$ cat config.mk
export PLATFORM = sky130hd
export DESIGN_NAME = keypad_scanner
export DESIGN_NICKNAME = d
export VERILOG_FILES = /design/src/rtl/keypad_scanner.sv
export SDC_FILE = /design/constraint.sdc
export NUM_CORES = 1
export LEC_CHECK = 0
export CORE_UTILIZATION = 27
export DETAILED_ROUTE_END_ITERATION = 8
export DONT_BUFFER_PORTS = 1
export PLACE_DENSITY_LB_ADDON = 0.2
export SYNTH_ARGS = -nofsm -noshare
export SYNTH_HDL_FRONTEND = slang
export SYNTH_SLANG_ARGS = --single-unit
export TNS_END_PERCENT = 5
$ cat constraint.sdc
create_clock -name clk -period 2.72 [get_ports clk]
set_input_delay 0.68 -clock clk [delete_from_list [all_inputs] [get_ports clk]]
set_output_delay 0.68 -clock clk [all_outputs]
set_load 0.02 [all_outputs]
$ cat src/rtl/keypad_scanner.sv
// keypad_scanner: scans a 4x4 active-low matrix keypad, debounces press and
// release, and emits one fixed-width kbEN strobe per physical key press with
// the bit-reversed key index on pressedkey.
module keypad_scanner #(
  parameter int SCAN_DIV        = 1000,
  parameter int DEBOUNCE_CYCLES = 20000,
  parameter int STROBE_LEN      = 4
) (
  input  logic       clk,
  input  logic       reset,
  input  logic [3:0] col_in,
  output logic [3:0] row_out,
  output logic       kbEN,
  output logic [3:0] pressedkey
);

  // One shared counter serves row dwell, both debounce phases and the strobe,
  // so it is sized for the largest of the three limits.
  localparam int MAX_AB = (SCAN_DIV > DEBOUNCE_CYCLES) ? SCAN_DIV : DEBOUNCE_CYCLES;
  localparam int MAX_P  = (MAX_AB > STROBE_LEN) ? MAX_AB : STROBE_LEN;
  localparam int CNT_W  = $clog2(MAX_P + 1);

  localparam logic [CNT_W-1:0] SCAN_LAST   = CNT_W'(SCAN_DIV - 1);
  localparam logic [CNT_W-1:0] DEB_LAST    = CNT_W'(DEBOUNCE_CYCLES - 1);
  localparam logic [CNT_W-1:0] STROBE_LAST = CNT_W'(STROBE_LEN - 1);

  typedef enum logic [2:0] {
    ST_SCAN,
    ST_DEB_PRESS,
    ST_EMIT,
    ST_STROBE,
    ST_HOLD,
    ST_DEB_REL
  } state_t;

  state_t           state_reg, state_next;
  logic [1:0]       row_reg, row_next;
  logic [1:0]       col_reg, col_next;
  logic [CNT_W-1:0] cnt_reg, cnt_next;
  logic [3:0]       key_reg, key_next;
  logic [3:0]       row_out_reg;
  logic             kb_en_reg;

  // Two-stage synchroniser for the asynchronous column inputs.
  logic [3:0] col_meta_reg;
  logic [3:0] col_s;

  // Single-low column decode and key code lookup.
  logic       one_low;
  logic [1:0] low_col;
  logic [3:0] cand_pattern;
  logic [3:0] key_index;
  logic [3:0] key_code;

  // Synchronise col_in; idle (all released) value on reset.
  always_ff @(posedge clk or posedge reset) begin
    if (reset) begin
      col_meta_reg <= 4'b1111;
      col_s        <= 4'b1111;
    end else begin
      col_meta_reg <= col_in;
      col_s        <= col_meta_reg;
    end
  end

  // Accept a row only when exactly one column reads low; multi-key is rejected.
  always_comb begin
    one_low = 1'b1;
    low_col = 2'd0;
    case (col_s)
      4'b1110: low_col = 2'd0;
      4'b1101: low_col = 2'd1;
      4'b1011: low_col = 2'd2;
      4'b0111: low_col = 2'd3;
      default: one_low = 1'b0;
    endcase
  end

  // Column pattern expected while the latched candidate is held down.
  assign cand_pattern = ~(4'b0001 << col_reg);

  // Keypad legend to key index (digits = value, '='=10, AC=11, + - * / = 12..15).
  always_comb begin
    key_index = 4'd0;
    case ({row_reg, col_reg})
      4'b00_00: key_index = 4'd1;
      4'b00_01: key_index = 4'd2;
      4'b00_10: key_index = 4'd3;
      4'b00_11: key_index = 4'd12;
      4'b01_00: key_index = 4'd4;
      4'b01_01: key_index = 4'd5;
      4'b01_10: key_index = 4'd6;
      4'b01_11: key_index = 4'd13;
      4'b10_00: key_index = 4'd7;
      4'b10_01: key_index = 4'd8;
      4'b10_10: key_index = 4'd9;
      4'b10_11: key_index = 4'd14;
      4'b11_00: key_index = 4'd11;
      4'b11_01: key_index = 4'd0;
      4'b11_10: key_index = 4'd10;
      4'b11_11: key_index = 4'd15;
      default:  key_index = 4'd0;
    endcase
  end

  // The consumer expects the index bit-reversed.
  genvar gi;
  generate
    for (gi = 0; gi < 4; gi++) begin : g_bitrev
      assign key_code[gi] = key_index[3-gi];
    end
  endgenerate

  // State, counters, latched candidate, and registered outputs.
  always_ff @(posedge clk or posedge reset) begin
    if (reset) begin
      state_reg   <= ST_SCAN;
      row_reg     <= 2'd0;
      col_reg     <= 2'd0;
      cnt_reg     <= '0;
      key_reg     <= 4'b0000;
      row_out_reg <= 4'b1110;
      kb_en_reg   <= 1'b0;
    end else begin
      state_reg   <= state_next;
      row_reg     <= row_next;
      col_reg     <= col_next;
      cnt_reg     <= cnt_next;
      key_reg     <= key_next;
      row_out_reg <= ~(4'b0001 << row_next);
      kb_en_reg   <= (state_next == ST_STROBE);
    end
  end

  // Next-state logic: scan, debounce press, emit, strobe, hold, debounce release.
  always_comb begin
    state_next = state_reg;
    row_next   = row_reg;
    col_next   = col_reg;
    cnt_next   = cnt_reg;
    key_next   = key_reg;
    case (state_reg)
      ST_SCAN: begin
        if (cnt_reg == SCAN_LAST) begin
          cnt_next = '0;
          if (one_low) begin
            // Row stays driven while the candidate is debounced.
            col_next   = low_col;
            state_next = ST_DEB_PRESS;
          end else begin
            row_next = row_reg + 2'd1;
          end
        end else begin
          cnt_next = cnt_reg + 1'b1;
        end
      end
      ST_DEB_PRESS: begin
        if (col_s != cand_pattern) begin
          // Bounce or change of key: drop the candidate and keep scanning.
          state_next = ST_SCAN;
          row_next   = row_reg + 2'd1;
          cnt_next   = '0;
        end else if (cnt_reg == DEB_LAST) begin
          // Code is loaded here so it is visible a cycle before kbEN rises.
          state_next = ST_EMIT;
          cnt_next   = '0;
          key_next   = key_code;
        end else begin
          cnt_next = cnt_reg + 1'b1;
        end
      end
      ST_EMIT: begin
        state_next = ST_STROBE;
        cnt_next   = '0;
      end
      ST_STROBE: begin
        if (cnt_reg == STROBE_LAST) begin
          state_next = ST_HOLD;
          cnt_next   = '0;
        end else begin
          cnt_next = cnt_reg + 1'b1;
        end
      end
      ST_HOLD: begin
        if (col_s == 4'b1111) begin
          state_next = ST_DEB_REL;
          cnt_next   = '0;
        end
      end
      ST_DEB_REL: begin
        if (col_s != 4'b1111) begin
          // Any low column restarts the release window; no new event.
          cnt_next = '0;
        end else if (cnt_reg == DEB_LAST) begin
          state_next = ST_SCAN;
          row_next   = 2'd0;
          cnt_next   = '0;
        end else begin
          cnt_next = cnt_reg + 1'b1;
        end
      end
      default: begin
        state_next = ST_SCAN;
        row_next   = 2'd0;
        cnt_next   = '0;
      end
    endcase
  end

  assign row_out    = row_out_reg;
  assign kbEN       = kb_en_reg;
  assign pressedkey = key_reg;

endmodule

==> results.md <==
* Setup violators final at 0
* Initial Util at 28.1%
* Worst Skew at 0.0110 ns
* H-tree Lvls at 2
* Yosys top cell area share at 32.3%
* Crit path largest cell delay at 0.58 ns
* Antenna violations before repair at 0
* R2r startpoint: cnt_reg[8]
* Crit path from: cnt_reg[8]
* Worst-margin pin slew at 0.504 ns
* Die height at 91.6 um
* Yosys reg bits at 39
* Hold path start: col_meta_reg[1]
* Final Hold Vio Count at 0
* Final net count at 241
* DR vias at 1631
* WP depth at 6
* Critical Path Start Type: flip-flop
* Maximum vdd drop at 155 uV
* Cell taking the most area after synthesis: dfrtp_1
* CTS Sinks at 39
* Worst r2r path cells at 6
* Layout cell share with drive strength beyond 1 at 14.3%
* Cell variety after synth at 52
* Worst path buffer plus inverter count at 0
* Root buffer cell: clkbuf_8
* First drt pass iteration count at 4
* Ports at 15
* Worst-skew pair later-pin latency at 0.29 ns
* Filler instances at 818
* Max reg flops at 15
* Post-synth ARST share at 100%
* Synth Net Count at 243
* Antenna diodes at 0
* Synth Area per Inst at 9.35 um^2
* Final Cycle Share at 93.1%
* First-pass GRT wire length at 7.78 mm
* Slowest cell on the critical path: or4_4
* Data arrival, critical path at 2.69 ns
* # Post-CTS Setup Buffers at 0
* CTS tree: done
* Cell Rows at 32
* Seq/Total Area, Yosys at 45.6%
* Leak at 0.931 nW
* GR Util All Layers at 11.8%
* Dpl hpwl at 3.19 mm
* Setup_tns at 0 ns
* DRC at 0
* Setup crit end: cnt_reg[3]
* Drt total wl at 4.55 mm
* Largest net degree at the start of global routing at 40
* DIE AREA at 0.00839 mm^2
* Worst R2R End: cnt_reg[3]
* Max FO, Critical Path at 16
* Routability cong. at 0.788
* Area grow syn2layout at 9.98%
* Most frequent cells in the layout: dfrtp_1, nand2_1, nor2_1, o21ai_0, o21ai_1
* Slew headroom at 66.4%
* GR Overflow Total at 0
* Clock transition at the registers of the reported paths at 0.08 ns
* Mean number of vias per cell at 4.90
* Warnings, synthesis at 0
* Setup CP Type: flip-flop to flip-flop
* Slew Viols, Final at 0
* CTS Hold Buffers Added at 0
* Run status: finished, final reports clean
* PortBufs at 0
* EDFF count, synth at 0
* R2R Setup Slk at 0.19 ns
* Total CTS buffers at 5
* Pwr Density at 471 mW/mm^2
* Delay-heaviest family, CP: simple AND/OR/NAND/NOR gates
* Antenna viol nets, final at 0
* Gate count of the mapped netlist at 232
* Core area at 0.00773 mm^2
* Die W at 91.6 um
* Leading cell type in the layout, fill and taps excluded: dfrtp_1
* Hold Crit Class: flip-flop to flip-flop
* Worst-case clock buffer depth at 2
* WP data required at 2.88 ns
* Synth Flop Type: dfrtp_1
* Minimum clock period after layout at 2.53 ns
* Achievable Freq at 395 MHz
* Largest cells by area after synthesis: dfrtp_1, dfstp_2, nand2_1
* Iteration-0 DRC count of the detailed router at 52
* Max-Cap Viols at 0
* Min Hold Slack at 0.345 ns
* CP endpoint kind: flip-flop
* RSZ-0062 raised after global routing: false
* Area of the mapped netlist at 0.00217 mm^2
* Vias in the first global route at 1481
* Wirelength per Cell at 13.7 um
* Crit path cell chain: or4_4, nor4_4, o22ai_1, a21oi_4, and2_1, o21ai_1
[layout make-up]
type	instances	area, um^2	share of cell area [%]
Timing Repair Buffer	4	30.0	1.26
Sequential cell	39	990	41.5
Inverter	10	37.5	1.57
Multi-Input combinational cell	170	1080	45.4
Clock inverter	2	35.0	1.47
Tap cell	102	128	5.35
Clock buffer	6	82.6	3.46
[worst min-delay path by stage]
stage,cells after the start,slack [ns],to
after floorplan,0,0.35,col_s[0]
after global placement,0,0.35,col_s[3]
after detailed placement,0,0.35,col_s[3]
after CTS,0,0.34,col_s[1]
after global routing,0,0.35,col_s[1]
final,0,0.34,col_s[1]
[cell families after synthesis]
logic type	after synthesis	share of synthesized area, %
and+or+nand+nor	96	25.3
AOI/OAI and AO/OA	54	15.0
DFF	39	45.6
buffers and inverters	23	4.73
xor gates and xnor gates	10	4.04
adders and majority gates	6	3.35
muxes	4	1.90
[power by group]
part	internal (mW)	switching (mW)
clock network	0.297	0.204
logic	0.00561	0.0158
registers	0.591	0.00916
total	0.893	0.229
[what timing repair did]
action                                  CTS  global route
hold endpoints to repair                  0             0
endpoints found under the setup margin    0             8
gates resized for setup                   0             1
[through the flow]
| step | power [mW] | instance area [um^2] | util, % | std cells | setup WS (ns) |
|---|---|---|---|---|---|
| detailed placement | 0.634 | 2260 | 29.3 | 325 | 0.159 |
| global route | 1.17 | 2380 | 30.9 | 333 | 0.00561 |
| finish | 1.12 | 2380 | 30.9 | 333 | 0.187 |
| global placement | 0.633 | 2260 | 29.3 | 325 | 0.267 |
| CTS | 1.15 | 2380 | 30.8 | 333 | 0.137 |
| floorplan | 0.626 | 2170 | - | 232 | 0.684 |
[layer usage]
layer	GRT usage, %	up-vias	part of all wire, %
li1	-	826	-
met1	16.6	775	50
met2	18.0	25	46
met3	2.90	5	3.0
met4	3.17	0	0.64
met5	0	-	0
[Yosys cell counts (2+ instances only)]
cell	n
nor4_1	4
a31oi_1	4
o21ai_0	15
o21ai_1	12
buf_2	4
nor2_1	15
nor3_1	3
nand4_1	4
xnor2_1	4
nand2b_1	2
clkbuf_1	7
inv_1	10
a21oi_1	9
nand3_1	9
and4_1	3
nand3b_1	2
dfstp_2	11
a41oi_1	2
nor4b_1	3
dfrtp_1	28
nand2_1	23
xor2_1	6
a21o_1	2
or3_1	9
or2_2	3
o211ai_1	2
nor2b_1	5
mux2i_1	3
ha_1	5
Power figures use the tool's default switching activity.
